[config.mk]
export PLATFORM = sky130hd
export DESIGN_NAME = mc_pulse_burst
export DESIGN_NICKNAME = d
export VERILOG_FILES = /design/src/rtl/mc_pulse_burst.sv
export SDC_FILE = /design/constraint.sdc
export NUM_CORES = 1
export LEC_CHECK = 0
export BUFFER_PORTS_ARGS = -buffer_cell sky130_fd_sc_hd__buf_2
export CAP_MARGIN = 40
export CORE_MARGIN = 2
export CORE_UTILIZATION = 45
export CTS_CLUSTER_DIAMETER = 30
export CTS_CLUSTER_SIZE = 12
export DETAILED_ROUTE_END_ITERATION = 10
export HOLD_SLACK_MARGIN = 0.15
export PLACE_DENSITY = 0.76
export SLEW_MARGIN = 5
export SYNTH_ARGS = -nofsm -noshare
export SYNTH_HDL_FRONTEND = slang
export SYNTH_SLANG_ARGS = --single-unit
[constraint.sdc]
create_clock -name io_clk -period 3.6 [get_ports io_clk]
set_input_delay 0.72 -clock io_clk [delete_from_list [all_inputs] [get_ports io_clk]]
set_output_delay 0.72 -clock io_clk [all_outputs]
set_load 0.01 [all_outputs]
[src/rtl/mc_pulse_burst.sv]
// Pulse-burst generator: on an accepted trigger, emits io_pulseCount pulses with captured high/low times.
// Define MC_PULSE_BURST_RETRIG_EN to let a trigger during a burst restart it.
module mc_pulse_burst #(
  parameter int unsigned CNT_W = 24,
  parameter int unsigned NUM_W = 16
) (
  input  logic             io_clk,
  input  logic             io_rst,
  input  logic             io_enable,
  input  logic             io_trigger,
  input  logic [CNT_W-1:0] io_highTime,
  input  logic [CNT_W-1:0] io_lowTime,
  input  logic [NUM_W-1:0] io_pulseCount,
  output logic             io_pulse,
  output logic             io_busy,
  output logic             io_done,
  output logic [NUM_W-1:0] io_pulseIdx
);

`ifdef MC_PULSE_BURST_RETRIG_EN
  localparam bit RETRIG_EN = 1'b1;
`else
  localparam bit RETRIG_EN = 1'b0;
`endif

  typedef enum logic [1:0] {
    IDLE,
    HIGH,
    LOW
  } state_t;

  state_t           state_q, state_d;
  logic [CNT_W-1:0] cnt_q, cnt_d;
  logic [CNT_W-1:0] sh_high_q, sh_high_d;
  logic [CNT_W-1:0] sh_low_q, sh_low_d;
  logic [NUM_W-1:0] sh_num_q, sh_num_d;
  logic [NUM_W-1:0] idx_q, idx_d;
  logic             done_q, done_d;

  logic             trig_ok;
  logic [CNT_W-1:0] high_min;
  logic [CNT_W-1:0] low_min;

  assign trig_ok  = io_enable & io_trigger;
  assign high_min = (io_highTime == '0) ? CNT_W'(1) : io_highTime;
  assign low_min  = (io_lowTime  == '0) ? CNT_W'(1) : io_lowTime;

  always_ff @(posedge io_clk or posedge io_rst) begin
    if (io_rst) begin
      state_q   <= IDLE;
      cnt_q     <= '0;
      sh_high_q <= '0;
      sh_low_q  <= '0;
      sh_num_q  <= '0;
      idx_q     <= '0;
      done_q    <= 1'b0;
    end else begin
      state_q   <= state_d;
      cnt_q     <= cnt_d;
      sh_high_q <= sh_high_d;
      sh_low_q  <= sh_low_d;
      sh_num_q  <= sh_num_d;
      idx_q     <= idx_d;
      done_q    <= done_d;
    end
  end

  always_comb begin
    state_d   = state_q;
    cnt_d     = cnt_q;
    sh_high_d = sh_high_q;
    sh_low_d  = sh_low_q;
    sh_num_d  = sh_num_q;
    idx_d     = idx_q;
    done_d    = 1'b0;

    // Abort takes priority, then (re)start; only then the normal phase sequencing.
    if (state_q != IDLE && !io_enable) begin
      state_d = IDLE;
      cnt_d   = '0;
    end else if (trig_ok && (state_q == IDLE || RETRIG_EN)) begin
      cnt_d = '0;
      if (io_pulseCount != '0) begin
        sh_high_d = high_min;
        sh_low_d  = low_min;
        sh_num_d  = io_pulseCount;
        idx_d     = '0;
        state_d   = HIGH;
      end else begin
        state_d = IDLE;
        done_d  = 1'b1;
      end
    end else begin
      case (state_q)
        HIGH: begin
          if (cnt_q == sh_high_q - CNT_W'(1)) begin
            cnt_d = '0;
            if (idx_q == sh_num_q - NUM_W'(1)) begin
              state_d = IDLE;
              done_d  = 1'b1;
            end else begin
              state_d = LOW;
            end
          end else begin
            cnt_d = cnt_q + CNT_W'(1);
          end
        end
        LOW: begin
          if (cnt_q == sh_low_q - CNT_W'(1)) begin
            cnt_d   = '0;
            idx_d   = idx_q + NUM_W'(1);
            state_d = HIGH;
          end else begin
            cnt_d = cnt_q + CNT_W'(1);
          end
        end
        default: begin
          state_d = IDLE;
        end
      endcase
    end
  end

  assign io_pulse    = (state_q == HIGH);
  assign io_busy     = (state_q != IDLE);
  assign io_done     = done_q;
  assign io_pulseIdx = idx_q;

endmodule

==> results of run 1 <==
## cells by family after synthesis
kind of cell / after synthesis / synth area share (%)
mux: 8 / 1.094
fa+ha+maj: 8 / 1.326
xor+xnor: 92 / 10.67
compound gates: 146 / 13.48
simple gates: 500 / 33.48
buf+inv: 83 / 4.475
flops: 107 / 35.47
## critical path, cell delays in order, from the launching register on
cell and delay, ns:
dfrtp_2 0.43, or4_4 0.59, buf_4 0.17, a2111oi_1 0.55
o21a_1 0.19, o22ai_1 0.12, or4b_4 0.52, nor4b_4 0.33
buf_6 0.20, nand3_2 0.09, xnor2_1 0.15, and2_1 0.16
## sequential cells by signal (all words and copies together) (netlist names)
register     flops
sh_low_q        24
io_pulseIdx     16
state_q          2
sh_high_q       24
cnt_q           24
io_done          1
sh_num_q        16
## metrics by stage
step                instances  worst slack, ns  hold WS (ns)
detailed placement       1227          0.06653        0.4949
floorplan                 944          0.06276        0.4652
finish                   1248       -0.0005560        0.4336
global route             1248          -0.1509        0.4944
global placement         1227          0.07105        0.4858
CTS                      1243          0.01696        0.4633
## cells in the mapped netlist, drive strengths merged (5+ instances only)
cell    number
nor2        55
clkbuf      54
xnor2       49
a22oi       20
o22ai        5
o211ai       5
nor4        37
and3        29
o21ai       33
or2          7
nand2      203
inv         22
nand4       11
or3         12
or4         13
and4         7
buf          7
and2         9
xor2        43
o31ai       22
nor4b        7
nand3b       6
a311oi       5
a21oi       14
nand2b      10
ha           8
a31oi        6
nor3        36
nand3       35
dfrtp      107
mux2i        6
nor2b        8
## worst paths after layout
check,depth (start not counted),slack (ns),from,endpoint
max,11,-0.0006,sh_low_q[4]$_DFFE_PP0P_,io_pulseIdx[14]$_DFFE_PP0P_
min,2,0.43,io_rst,sh_high_q[20]$_DFFE_PP0P_
max reg2reg,11,-0.0006,sh_low_q[4]$_DFFE_PP0P_,io_pulseIdx[14]$_DFFE_PP0P_
min reg2reg,2,0.52,sh_num_q[15]$_DFFE_PP0P_,sh_num_q[15]$_DFFE_PP0P_
max in group asynchronous,3,2.40,io_rst,sh_low_q[4]$_DFFE_PP0P_
min in group io_clk,2,0.52,sh_num_q[15]$_DFFE_PP0P_,sh_num_q[15]$_DFFE_PP0P_
## cells in the final DEF (no fill, tap or decap), types with 6 or more instances in the layout
| master | count |
|---|---|
| inv_1 | 21 |
| or3_1 | 12 |
| dfrtp_1 | 106 |
| or2_2 | 6 |
| a21oi_1 | 13 |
| nand3_1 | 31 |
| nor2b_1 | 8 |
| a22oi_1 | 20 |
| nand2_1 | 202 |
| clkbuf_16 | 9 |
| mux2i_1 | 6 |
| and3_1 | 29 |
| and4_1 | 7 |
| a31oi_1 | 6 |
| buf_4 | 40 |
| nand3b_1 | 6 |
| nand4_1 | 11 |
| xnor2_1 | 48 |
| nor4_1 | 31 |
| ha_1 | 8 |
| and2_1 | 8 |
| nand2b_1 | 10 |
| xor2_1 | 43 |
| nor2_1 | 55 |
| o21ai_0 | 30 |
| or4_1 | 11 |
| buf_2 | 86 |
| o31ai_1 | 22 |
| nor3_1 | 35 |
## report_power, final
part	switching (mW)	internal [mW]	leakage [nW]	total (mW)
clock network	0.492	0.551	0.149	1.04
logic	1.74	1.33	2.37	3.07
registers	0.584	1.58	1.38	2.17
total	2.82	3.46	3.90	6.28
## per-layer routing
metal	global-route usage, %	share of wire (%)	vias up
li1	-	-	3525
met1	33.62	47	3421
met2	37.20	46	228
met3	3.387	5.5	27
met4	6.915	1.6	0
met5	0	0	-
## final cells by class
| class | count | area [um^2] | area share (%) |
|---|---|---|---|
| multi-input combinational | 754 | 4636 | 52.93 |
| tap | 220 | 275.3 | 3.143 |
| clock buffer | 10 | 229.0 | 2.614 |
| timing repair buffer | 129 | 782.0 | 8.929 |
| sequential | 107 | 2679 | 30.59 |
| inverter | 22 | 85.08 | 0.9714 |
| clock inverter | 6 | 72.57 | 0.8286 |
## repair_timing
action	4_1_cts	5_1_grt
endpoints found under the setup margin	0	35
resized for setup	0	21
buffers inserted	0	4
==> flow_summary.ini, run 1 <==
[status]
status = finished, violations left
violations = negative setup slack

[sta]
timing.final.crit_period_ns = 3.601
worst_pin_slew_ns = 0.7083
period_share_pct = 100.0
final-max-slew-violation-count = 0
fin_tns_setup_ns = -0.0005560
fmax_ghz = 0.2777
worst_slack_ns = -0.0005560
hold_violations = 0
rsz0062_at_grt = yes
relSlewSlack_pct = 52.18
finalSetupViolCount = 1
finClkSkew_ns = 0.01688

[cells_and_area]
post-route-util_pct = 53.19
nets = 1099
final_area_mm2 = 0.008758
nFillCells = 1588
layout-drive-gt1-share_pct = 17.51
synthToLayoutAreaGrowth_pct = 16.03
antenna_cells = 0

[logic_synthesis]
async_flop_share_pct = 100.0
synth_cells = 944
syn_nets = 1020
yosys.area.top_type = dfrtp_1
ys_warn_count = 0
synth.area.top_cells = dfrtp_1, nand2_1, xnor2_1
synth_top_area_share_pct = 35.47
yosysSeqAreaShare_pct = 35.47
avgSynthCellArea_um2 = 7.996
syn-cell-area_mm2 = 0.007548
ys_ff_latch = 107
synth_edf_count = 0
yosys.cell_types.count = 69
synth_ff_type = dfrtp_1

[floorplan]
dieArea_mm2 = 0.01783
coreArea_mm2 = 0.01647
die_w_um = 133.5
initial_core_util_pct = 45.84
die_y_um = 133.5
io_pins = 87
std_cell_rows = 47

[route]
postRouteAntennaNets = 0
drc = 0
dr.pass1.iters = 8
first_iter_violations = 586
vias = 7201
post_drt_wl_per_cell_um = 16.73
wl_um = 20880
via_per_inst = 5.770

[pwr]
max-vdd-ir-drop_v = 0.0003369
leakage_nw = 3.899
fin_total_pwr_mw = 6.277
power.density_mw_per_mm2 = 716.6

[worst_hold_path]
hold_path.class = primary input to asynchronous set/reset pin

[cts]
cts.path.max_buffers = 2
h-tree-depth = 3
cts_root_buffer = clkbuf_16
tritoncts = built
clkLatencyLatePin_ns = 0.37
cts.sinks = 107
clk_pin_slew_ns = 0.08
cts_made_buffers = 9
ctsHoldBuffers = 0

[global_route]
antenna_found_initial = 0
grtUsageTotal_pct = 23.51
first_global_vias = 6755
grt-ovfl-total = 0
grt_first_pass_wirelength_um = 33950
grt_max_degree = 63

[worst_setup_path]
critPathKind = flop to flop
crit_path_start_kind = flop
required_ns = 3.85
cp-end-kind = flop
cp_max_fo = 6
cp_data_arrival_time_ns = 3.85

[placement]
place_area_mm2 = 0.008320
portBuffers = 86
gp_congestion = 0.9043
dpl.hpwl_um = 15250

[run]
drv_cap = 0
(Power assumes the default switching activity.)
==> run 2, diff against run 1 <==
--- a/config.mk
+++ b/config.mk
@@ -7,13 +7,16 @@
 export LEC_CHECK = 0
 export BUFFER_PORTS_ARGS = -buffer_cell sky130_fd_sc_hd__buf_2
 export CAP_MARGIN = 40
+export CELL_PAD_IN_SITES_DETAIL_PLACEMENT = 0
+export CELL_PAD_IN_SITES_GLOBAL_PLACEMENT = 1
 export CORE_MARGIN = 2
-export CORE_UTILIZATION = 45
+export CORE_UTILIZATION = 40
 export CTS_CLUSTER_DIAMETER = 30
 export CTS_CLUSTER_SIZE = 12
 export DETAILED_ROUTE_END_ITERATION = 10
 export HOLD_SLACK_MARGIN = 0.15
-export PLACE_DENSITY = 0.76
+export PLACE_DENSITY = 0.86
+export SETUP_SLACK_MARGIN = 0.2
 export SLEW_MARGIN = 5
 export SYNTH_ARGS = -nofsm -noshare
 export SYNTH_HDL_FRONTEND = slang
==> run 2 against run 1 <==
Compared with the run above: clock skew is 0.0055 ns lower; core utilization is 5.5 points lower; register-to-register slack better by 0.20 ns; first-iteration DRC count is 14% lower; final cell count is 1.1% higher; combinational power is 2% higher; clock power hardly changed; worst setup slack better by 0.20 ns; largest cell class unchanged; the run now ends clean; maximum frequency is 5.9% higher.
==> flow_summary.ini, run 2 (same netlist as run 1, synthesis figures left out) <==
[pwr]
power_switching_share_pct = 43.86
switchingPower_mw = 2.782
pwr-share-comb_pct = 49.2
p_clk_share_pct = 16.9
power_frac_seq_pct = 34.0
max-vdd-ir-drop_v = 0.0003171
leakage_nw = 3.902
cell_internal_pwr_mw = 3.560
power.density_mw_per_mm2 = 715.7

[cts]
cts_made_buffers = 9
clkLatencyLatePin_ns = 0.36
h-tree-depth = 3
cts.path.max_buffers = 2
clk_pin_slew_ns = 0.07
cts_root_buffer = clkbuf_16
cts.sinks = 107
tritoncts = built
ctsHoldBuffers = 0

[route]
post_drt_wl_per_cell_um = 16.13
dr.pass1.iters = 5
vias = 7067
routed.top_layer = met4
drc = 0
wl_um = 20350
via_per_inst = 5.600
route.met3.wl_um = 894
first_iter_violations = 504
met2_length_um = 9065
drt-met1-wl_um = 10170
postRouteAntennaNets = 0

[sta]
finClkSkew_ns = 0.01136
fmax_ghz = 0.2941
rsz0062_at_grt = yes
worst_slack_ns = 0.1999
timing.final.crit_period_ns = 3.400
hold_violations = 0
period_share_pct = 94.45
final-max-slew-violation-count = 0
worst_pin_slew_ns = 0.7411
relSlewSlack_pct = 50.49
fin_tns_setup_ns = 0
finalSetupViolCount = 0

[placement]
gp_congestion = 0.9000
dpl.hpwl_um = 14910
portBuffers = 86
pre_cts_ws_ns = 0.1395
place_area_mm2 = 0.008374

[worst_setup_path]
path_cells = or4_4, nor4_4, xnor2_1, or4b_1, or4b_4, nor4b_4, buf_12, nand3_1, xnor2_1, and2_1
crit_path_start_kind = flop
cp_max_fo = 12
timing.critical_path.slowest_stage_cell = or4_4
cpLargestDelayFamily = simple AND/OR/NAND/NOR gates
r2r-end = io_pulseIdx[14]$_DFFE_PP0P_
crit_top_cell = xnor2_1
timing.rr.start = sh_low_q[3]$_DFFE_PP0P_
critPathKind = flop to flop
path_buf_inv = 1
reg2reg_slack_ns = 0.20
required_ns = 3.86
cp_data_arrival_time_ns = 3.66
cp-end-kind = flop
r2r_cells = 10
slowest_delay_ns = 0.58

[global_route]
grt-ovfl-total = 0
grt_first_pass_wirelength_um = 33890
grtUsageTotal_pct = 20.83
antenna_found_initial = 0
first_global_vias = 6511
grt_max_degree = 77

[run]
drv_cap = 0

[floorplan]
initial_core_util_pct = 40.63
io_pins = 87
dieArea_mm2 = 0.01999
die_y_um = 141.4
std_cell_rows = 50
coreArea_mm2 = 0.01858
die_w_um = 141.4

[cells_and_area]
nets = 1099
multiInputGateArea_mm2 = 0.004686
final_common_cell = nand2_1
final_area_mm2 = 0.008861
final_cell_mix = nand2_1, dfrtp_1, buf_2, nor2_1, xnor2_1
layout-drive-gt1-share_pct = 18.39
top_regs = cnt_q (24), sh_high_q (24), sh_low_q (24)
antenna_cells = 0
nFillCells = 1828
regArea_mm2 = 0.002681
synthToLayoutAreaGrowth_pct = 17.39

[worst_hold_path]
hold_path.class = primary input to asynchronous set/reset pin

[status]
status = finished clean
## run 2: cell type report
class,count,area share (%)
Tap cell,234,3.304
Sequential cell,107,30.26
Timing Repair Buffer,129,9.065
Clock buffer,12,2.669
Inverter,22,0.9743
Clock inverter,4,0.8472
Multi-Input combinational cell,754,52.88
## run 2: power groups by stage
stage	Sequential (mW)	Combinational, mW	Clock [mW]
after floorplan	1.96	2.27	0
after global placement	2.14	2.89	0
after detailed placement	2.16	2.93	0
after CTS	2.14	2.98	1.09
after global routing	2.23	3.50	1.13
final	2.15	3.12	1.07
## run 2: metal layers
metal	vias to the layer above	GRT usage, %
met5	-	0
met4	0	4.737
met3	15	3.071
met2	146	32.14
met1	3380	30.98
li1	3526	-
## run 2: timing repair
action	4_1_cts	5_1_grt
setup endpoints to repair	9	37
resized for setup	6	21
buffers inserted	1	6
pin swaps	1	7
gates cloned	0	0
## run 2: per-stage QoR
step	total power [mW]	hold WS (ns)	util (%)	std cells
final	6.342	0.4747	47.69	1262
after global routing	6.867	0.5338	47.69	1262
after CTS	6.217	0.5063	46.98	1256
after detailed placement	5.090	0.4907	45.07	1239
after global placement	5.037	0.4862	45.07	1239
after floorplan	4.221	0.4652	-	944
## run 2: worst reg2reg max path: cells and delay by family (launching register included)
family                    cells  cell delay (ns)
DFF                           1             0.44
buffers and inverters         1             0.17
xor gates and xnor gates      2             0.28
and+or+nand+nor               7             2.41
## run 2: worst max-delay path by stage
stage,from,end,slack [ns],cells after the start
2_1_floorplan,sh_low_q[14]$_DFFE_PP0P_,io_pulseIdx[4]$_DFFE_PP0P_,0.22,10
3_3_place_gp,sh_low_q[14]$_DFFE_PP0P_,io_pulseIdx[12]$_DFFE_PP0P_,0.17,10
3_5_place_dp,sh_low_q[9]$_DFFE_PP0P_,state_q[1]$_DFFE_PP0P_,0.14,10
4_1_cts,sh_low_q[14]$_DFFE_PP0P_,io_pulseIdx[12]$_DFFE_PP0P_,0.20,10
5_1_grt,sh_low_q[3]$_DFFE_PP0P_,io_pulseIdx[14]$_DFFE_PP0P_,0.07,10
6_report,sh_low_q[3]$_DFFE_PP0P_,io_pulseIdx[14]$_DFFE_PP0P_,0.20,10
